### config.mk
export PLATFORM = sky130hd
export DESIGN_NAME = mem_copy_engine_flat
export DESIGN_NICKNAME = d
export VERILOG_FILES = /design/src/rtl/mem_copy_engine_if.sv /design/src/rtl/mem_copy_engine.sv /design/src/flat_wrapper.sv
export SDC_FILE = /design/constraint.sdc
export NUM_CORES = 1
export LEC_CHECK = 0
export BUFFER_PORTS_ARGS = -buffer_cell sky130_fd_sc_hd__buf_2
export CAP_MARGIN = 5
export CORE_MARGIN = 10
export CORE_UTILIZATION = 30
export CTS_CLUSTER_DIAMETER = 120
export DETAILED_ROUTE_END_ITERATION = 12
export PLACE_DENSITY = 0.64
export REMOVE_ABC_BUFFERS = 1
export SYNTH_ARGS = -nofsm -noshare
export SYNTH_HDL_FRONTEND = slang
export SYNTH_SLANG_ARGS = --single-unit
### constraint.sdc
create_clock -name clk -period 2 [get_ports clk]
set_input_delay 0.1 -clock clk [delete_from_list [all_inputs] [get_ports clk]]
set_output_delay 0.1 -clock clk [all_outputs]
set_load 0.01 [all_outputs]
### src/rtl/mem_copy_engine_if.sv
// Control and memory-port bundle for mem_copy_engine.
// The master modport is the engine side; the slave modport is the
// controller/memory side that starts transfers and serves read data.
interface mem_copy_engine_if #(
    parameter int LEN_W = 16
);
    logic             start;
    logic [31:0]      src_adr;
    logic [31:0]      dst_adr;
    logic [LEN_W-1:0] len;
    logic             busy;
    logic             done;
    logic             err;
    logic [31:0]      adr;
    logic [31:0]      d_in;
    logic             mrd;
    logic             mwr;
    logic [31:0]      d_out;

    modport master (
        input  start, src_adr, dst_adr, len, d_out,
        output busy, done, err, adr, d_in, mrd, mwr
    );

    modport slave (
        output start, src_adr, dst_adr, len, d_out,
        input  busy, done, err, adr, d_in, mrd, mwr
    );
endinterface

### src/rtl/mem_copy_engine.sv
// Word-by-word block copier for the unified MIPS memory port.
// Each word takes one READ cycle (data captured into a holding register)
// followed by one WRITE cycle, so throughput is 2 cycles per word.
// Outputs decode only from registered state, so the memory sees clean
// Moore-style control with no combinational path from start/len.
module mem_copy_engine #(
    parameter int LEN_W = 16
) (
    input  logic                clk,
    input  logic                rst,
    mem_copy_engine_if.master   bus
);
    typedef enum logic [2:0] {
        S_IDLE,
        S_READ,
        S_WRITE,
        S_DONE,
        S_ERR
    } state_t;

    localparam logic [LEN_W-1:0] CNT_ONE = {{(LEN_W-1){1'b0}}, 1'b1};

    state_t           state_q, state_d;
    logic [31:0]      src_ptr_q, src_ptr_d;
    logic [31:0]      dst_ptr_q, dst_ptr_d;
    logic [LEN_W-1:0] cnt_q, cnt_d;
    logic [31:0]      word_q, word_d;

    // Next-state and datapath register updates.
    always_comb begin
        state_d   = state_q;
        src_ptr_d = src_ptr_q;
        dst_ptr_d = dst_ptr_q;
        cnt_d     = cnt_q;
        word_d    = word_q;
        case (state_q)
            S_IDLE: begin
                if (bus.start) begin
                    if ((bus.src_adr[1:0] != 2'b00) || (bus.dst_adr[1:0] != 2'b00)) begin
                        state_d = S_ERR;
                    end else if (bus.len == '0) begin
                        state_d = S_DONE;
                    end else begin
                        src_ptr_d = bus.src_adr;
                        dst_ptr_d = bus.dst_adr;
                        cnt_d     = bus.len;
                        state_d   = S_READ;
                    end
                end
            end
            S_READ: begin
                word_d    = bus.d_out;
                src_ptr_d = src_ptr_q + 32'd4;
                state_d   = S_WRITE;
            end
            S_WRITE: begin
                dst_ptr_d = dst_ptr_q + 32'd4;
                cnt_d     = cnt_q - CNT_ONE;
                state_d   = (cnt_q == CNT_ONE) ? S_DONE : S_READ;
            end
            S_DONE:  state_d = S_IDLE;
            S_ERR:   state_d = S_IDLE;
            default: state_d = S_IDLE;
        endcase
    end

    // Output decode from registered state; the bus is quiet outside READ/WRITE.
    always_comb begin
        bus.busy = (state_q != S_IDLE);
        bus.done = (state_q == S_DONE);
        bus.err  = (state_q == S_ERR);
        bus.adr  = 32'h0;
        bus.d_in = 32'h0;
        bus.mrd  = 1'b0;
        bus.mwr  = 1'b0;
        case (state_q)
            S_READ: begin
                bus.mrd = 1'b1;
                bus.adr = src_ptr_q;
            end
            S_WRITE: begin
                bus.mwr  = 1'b1;
                bus.adr  = dst_ptr_q;
                bus.d_in = word_q;
            end
            default: ;
        endcase
    end

    // State and datapath registers; reset aborts any transfer on the same edge.
    always_ff @(posedge clk) begin
        if (rst) begin
            state_q   <= S_IDLE;
            src_ptr_q <= 32'h0;
            dst_ptr_q <= 32'h0;
            cnt_q     <= '0;
            word_q    <= 32'h0;
        end else begin
            state_q   <= state_d;
            src_ptr_q <= src_ptr_d;
            dst_ptr_q <= dst_ptr_d;
            cnt_q     <= cnt_d;
            word_q    <= word_d;
        end
    end
endmodule
### src/flat_wrapper.sv
// flat-port wrapper written by rule: the top's interface ports become plain ports
module mem_copy_engine_flat 
#(
    parameter int LEN_W = 16
)
  (clk, rst, bus_start, bus_src_adr, bus_dst_adr, bus_len, bus_d_out, bus_busy, bus_done, bus_err, bus_adr, bus_d_in, bus_mrd, bus_mwr);
  mem_copy_engine_if #(.LEN_W(LEN_W)) bus_i ();
  input  logic clk;
  input  logic rst;
  input wire logic [$bits(bus_i.start)-1:0] bus_start;
  input wire logic [$bits(bus_i.src_adr)-1:0] bus_src_adr;
  input wire logic [$bits(bus_i.dst_adr)-1:0] bus_dst_adr;
  input wire logic [$bits(bus_i.len)-1:0] bus_len;
  input wire logic [$bits(bus_i.d_out)-1:0] bus_d_out;
  output wire logic [$bits(bus_i.busy)-1:0] bus_busy;
  output wire logic [$bits(bus_i.done)-1:0] bus_done;
  output wire logic [$bits(bus_i.err)-1:0] bus_err;
  output wire logic [$bits(bus_i.adr)-1:0] bus_adr;
  output wire logic [$bits(bus_i.d_in)-1:0] bus_d_in;
  output wire logic [$bits(bus_i.mrd)-1:0] bus_mrd;
  output wire logic [$bits(bus_i.mwr)-1:0] bus_mwr;
  assign bus_i.start = bus_start;
  assign bus_i.src_adr = bus_src_adr;
  assign bus_i.dst_adr = bus_dst_adr;
  assign bus_i.len = bus_len;
  assign bus_i.d_out = bus_d_out;
  assign bus_busy = bus_i.busy;
  assign bus_done = bus_i.done;
  assign bus_err = bus_i.err;
  assign bus_adr = bus_i.adr;
  assign bus_d_in = bus_i.d_in;
  assign bus_mrd = bus_i.mrd;
  assign bus_mwr = bus_i.mwr;
  mem_copy_engine #(.LEN_W(LEN_W)) u_core (.clk(clk), .rst(rst), .bus(bus_i));
endmodule
**Yosys cells after proc, flatten, opt, wreduce, memory -nomap -nowiden**

Cells that the tools add are included.

- Logic and storage cells: 47
- Bits of input ports: 115
- Register bits: 115
- Output and inout port bits: 69

- Equal/unequal tests: 8
- Multiplexer cells: 21
- Reduce and logical (&&, ||, !) cells: 10
- $add $sub $neg: 3

Operator list:

| operator | number |
|---|---|
| $mux W32 | 7 |
| $pmux W32 S2 | 3 |
| $add A32 B3 Y32 const B | 2 |
| $mux W16 | 3 |
| $pmux W16 S2 | 1 |
| $eq A16 B1 Y1 const B | 1 |
| $logic_not A16 Y1 | 1 |
| $sub A16 B1 Y16 const B | 1 |
| $pmux W3 S3 | 1 |
| $reduce_and A4 Y1 | 2 |
| $reduce_bool A2 Y1 | 4 |
| $eq A3 B2 Y1 const B | 2 |
| $mux W3 | 2 |
| $ne A2 B2 Y1 const B | 3 |
| $mux W2 | 2 |
| $eq A3 B1 Y1 const B | 1 |
| $eq A3 B3 Y1 const B | 1 |
| $logic_not A3 Y1 | 1 |
| $reduce_bool A3 Y1 | 1 |
| $mux W1 | 2 |
| $logic_or A1 B1 Y1 | 1 |

**Depth between registers and ports, before layout**

- Depth in word-level cells: 5
- Depth in mapped cells: 8
- Mapped depth without buffers: 6

**Least setup slack after synthesis**

OpenSTA, ideal clock, no wires.

- Path type: register to register
- From: register u_core.state_q[1]
- To: register u_core.dst_ptr_q[27]
- Required time: 1.868 ns
- Stages on the path, launching flop included: 8
- Slack: 0.141 ns
- Data arrival time: 1.727 ns
- Buffers on the path: 1
- Library setup time: 0.132 ns
- Clock period less this slack: 1.859 ns
- Cell sequence: dfxtp_1 -> or3b_2 -> inv_2 -> a31oi_1 -> a21o_1 -> clkbuf_1 -> a22oi_1 -> a21oi_1

- Word-level cells in the longest chain between the ends: 3
- Elaborated cells between the ends (all ways): 8
- Classes of those cells: eq/ne (4); mux (1); reduce/logical (3)

RTL lines:

| element | RTL line | RTL |
|---|---|---|
| start: declaration | mem_copy_engine.sv:23 | `state_t state_q, state_d;` |
| start signal: assignment | mem_copy_engine.sv:99 | `state_q <= state_d;` |
| $logic_not A3 Y1 / $eq A3 B2 Y1 (equally long branches) | mem_copy_engine.sv:36 | `case (state_q)` |
| $ne A2 B2 Y1 (no source line) / $reduce_bool A2 Y1 (equally long branches) | n/a |  |
| $reduce_and A4 Y1 (no source line) | n/a |  |
| end signal: assignment | mem_copy_engine.sv:101 | `dst_ptr_q <= dst_ptr_d;` |
| end: declaration | mem_copy_engine.sv:25 | `logic [31:0] dst_ptr_q, dst_ptr_d;` |

Several ways; a longest one is shown, not always the timed one.
A chain may end at the register's enable or synchronous reset.

**Worst setup path in the final report**

- From: register u_core.state_q[1]
- To: output port bus_adr[8]

- Word-level cells in the longest chain between the ends: 2
- Elaborated cells between the ends (all ways): 3
- Classes of those cells: eq/ne (2); mux (1)

RTL lines:

| element | RTL line | RTL |
|---|---|---|
| $eq A3 B2 Y1 / $eq A3 B1 Y1 (equally long branches) | mem_copy_engine.sv:76 | `case (state_q)` |
| $pmux W32 S2 * | mem_copy_engine.sv:76 |  |
| end: declaration | flat_wrapper.sv:18 | `output wire logic [$bits(bus_i.adr)-1:0] bus_adr;` |

Mark *: on every way between the ends. The rest lies on a longest branch, timed or not.

==> results.json <==
{
  "grt_pass1_wl_um": 43200,
  "antenna_found_initial": 2,
  "wl_um": 28300,
  "synth_area_per_cell_sq_um": 7.26,
  "power.total_mw": 6.00,
  "synth_seq_area_share_pct": 34.6,
  "syn_area_sq_mm": 0.00665,
  "antenna_left": 0,
  "grt-ovfl-total": 0,
  "cp-start-kind": "flop",
  "path_max_fanout": 10,
  "dieArea_sq_mm": 0.0285,
  "io_pins": 184,
  "detail_route.iter0.violations": 995,
  "coreArea_sq_mm": 0.0218,
  "max_freq_mhz": 503,
  "clk-insertion-delay-late_ps": 420,
  "start_util_pct": 30.5,
  "synth_xor_area_share_pct": 0,
  "nets": 1336,
  "synth_cells": 916,
  "syn2layout_area_growth_pct": 53.3,
  "path_class": "flop to output pin",
  "power.density_mw_per_mm2": 588,
  "endpoint_kind": "output pin",
  "hpwl_um": 18700,
  "slew-limit-headroom_pct": 64.3,
  "synth_flop_cell": "dfxtp_1",
  "path_clk_slew_ps": 60,
  "htreeDepth": 4,
  "outcome": "finished, final reports clean",
  "finalSetupViolCount": 0,
  "die_y_um": 169,
  "min_period_ps": 1990,
  "synthMuxAreaShare_pct": 0.301,
  "final_util_pct": 46.7,
  "wl_per_cell_um": 18.7,
  "mostFrequentLayoutCell": "nand2_1",
  "vias_per_cell": 5.48,
  "finClkSkew_ps": 12.9,
  "antennaDiodeCount": 0,
  "drive_above_1_share_pct": 29.7,
  "cts_buffers": 17,
  "synthAdderAreaFrac_pct": 0.752,
  "layout_common_cells": "178 x nand2_1, 167 x buf_2, 116 x a21oi_1",
  "worstPathRequired_ps": 1900,
  "drv_slew": 0,
  "fin_crit_sh_pct": 99.4,
  "fin_area_sq_mm": 0.0102,
  "rows": 54,
  "grt_max_degree": 82,
  "drv_cap": 0,
  "drcViolationCount": 0,
  "ir_drop_uv": 427,
  "io_buffers": 183,
  "yosys_warnings": 0,
  "rsz0062_at_grt": "true",
  "synth_simple_gate_area_share_pct": 31.6,
  "num_vias": 8281,
  "dpl_cell_area_sq_mm": 0.00827,
  "ys_ff_latch": 115,
  "grt_use_total_pct": 18.5,
  "first_global_vias": 7823,
  "cts_tree": "done",
  "cts.sinks": 115,
  "synth-edff-count": 0,
  "tns_ps": 0,
  "worst_pin_slew_ps": 530,
  "cts_root_buf": "clkbuf_16",
  "leakage_nw": 4.21,
  "die_w_um": 169,
  "hold_path_class": "input port to flop",
  "ys_types": 58,
  "synth-compound-area-share_pct": 27.6,
  "cts_buffer_depth": 2,
  "first_pass_iters": 5,
  "hold_violations": 0,
  "gp_congestion": 0.867,
  "synth_top_family_by_area": "simple AND/OR/NAND/NOR gates",
  "crit_arrival_ps": 1890,
  "async_flop_share_pct": 0
}
-- cell type report --
cell class | count | area [sq um]
fillers | 2181 | 11600
multi-input cells | 715 | 4110
repair buffers | 355 | 2760
flip-flops and latches | 115 | 2310
clock buffers | 18 | 439
well taps | 280 | 350
clock inverters | 14 | 161
inverters | 13 | 68.8
-- critical path, cell delays in order, from the launching register on --
cell and delay [ps]:
dfxtp_4 350, or3b_4 300, clkinv_8 110, buf_16 170, buf_12 130, a22o_4 270, buf_2 150
-- metrics by stage --
step / hold WS [ps] / worst slack [ps] / std cells
after floorplan: 169 / -1870 / 843
after global placement: 341 / -16.7 / 1383
after detailed placement: 344 / -35.6 / 1383
after CTS: 4.61 / -15.5 / 1496
after global routing: 20.2 / -55.1 / 1510
final: 20.1 / 12.5 / 1510
-- cells by family (layout without fill, tap and decap cells) --
kind of cell | after synthesis | after routing
simple gates | 419 | 419
compound gates | 290 | 290
flops | 115 | 115
buf+inv | 86 | 400
fa+ha+maj | 4 | 4
mux | 2 | 2
-- sequential cells by signal, indices dropped and copies added (netlist names) --
register	cells
u_core.dst_ptr_q	32
u_core.src_ptr_q	32
u_core.word_q	32
u_core.cnt_q	16
u_core.state_q	3
-- Yosys cell counts, drive strengths merged, types with 12 or more instances --
library cell  count  area, sq um
a21oi           118          594
a22o             24          210
a31oi            23          144
and2             38          238
buf              24          114
clkbuf           49          184
dfxtp           115         2300
inv              13         48.8
nand2           180          676
nand3            33          165
nand4            26          169
nor2             44          165
nor3             17         90.1
nor4             21          168
o21ai            45          225
or3              12         75.1
-- worst paths after layout --
kind         cells after the start               from              endpoint  slack [ps]
min reg2reg                      2   u_core.word_q[6]      u_core.word_q[6]         450
min                              4    bus_dst_adr[23]  u_core.dst_ptr_q[23]          20
max reg2reg                      6  u_core.state_q[1]  u_core.dst_ptr_q[25]          20
max                              6  u_core.state_q[1]            bus_adr[8]          10
-- metal layers --
layer / wire length, um / up-vias / GRT usage, %
met5: 27 / - / 0
met1: 12400 / 3915 / 24.2
met3: 2470 / 45 / 5.49
met2: 12900 / 351 / 29.1
li1: - / 3966 / -
met4: 512 / 4 / 4.92
-- repair_timing --
action,in CTS,in global routing
endpoints found under the setup margin,66,65
hold endpoints to repair,66,0
buffers inserted,8,12
resized for setup,38,37
pin swaps,2,9
gates cloned,7,2
hold buffers,66,0
-- where the power goes --
group	switching [mW]	internal [mW]	total, mW
Combinational	0.230	0.268	0.498
Sequential	0.0272	2.32	2.34
Clock	1.18	1.98	3.16
No activity file was read; power rests on OpenSTA's default activity.
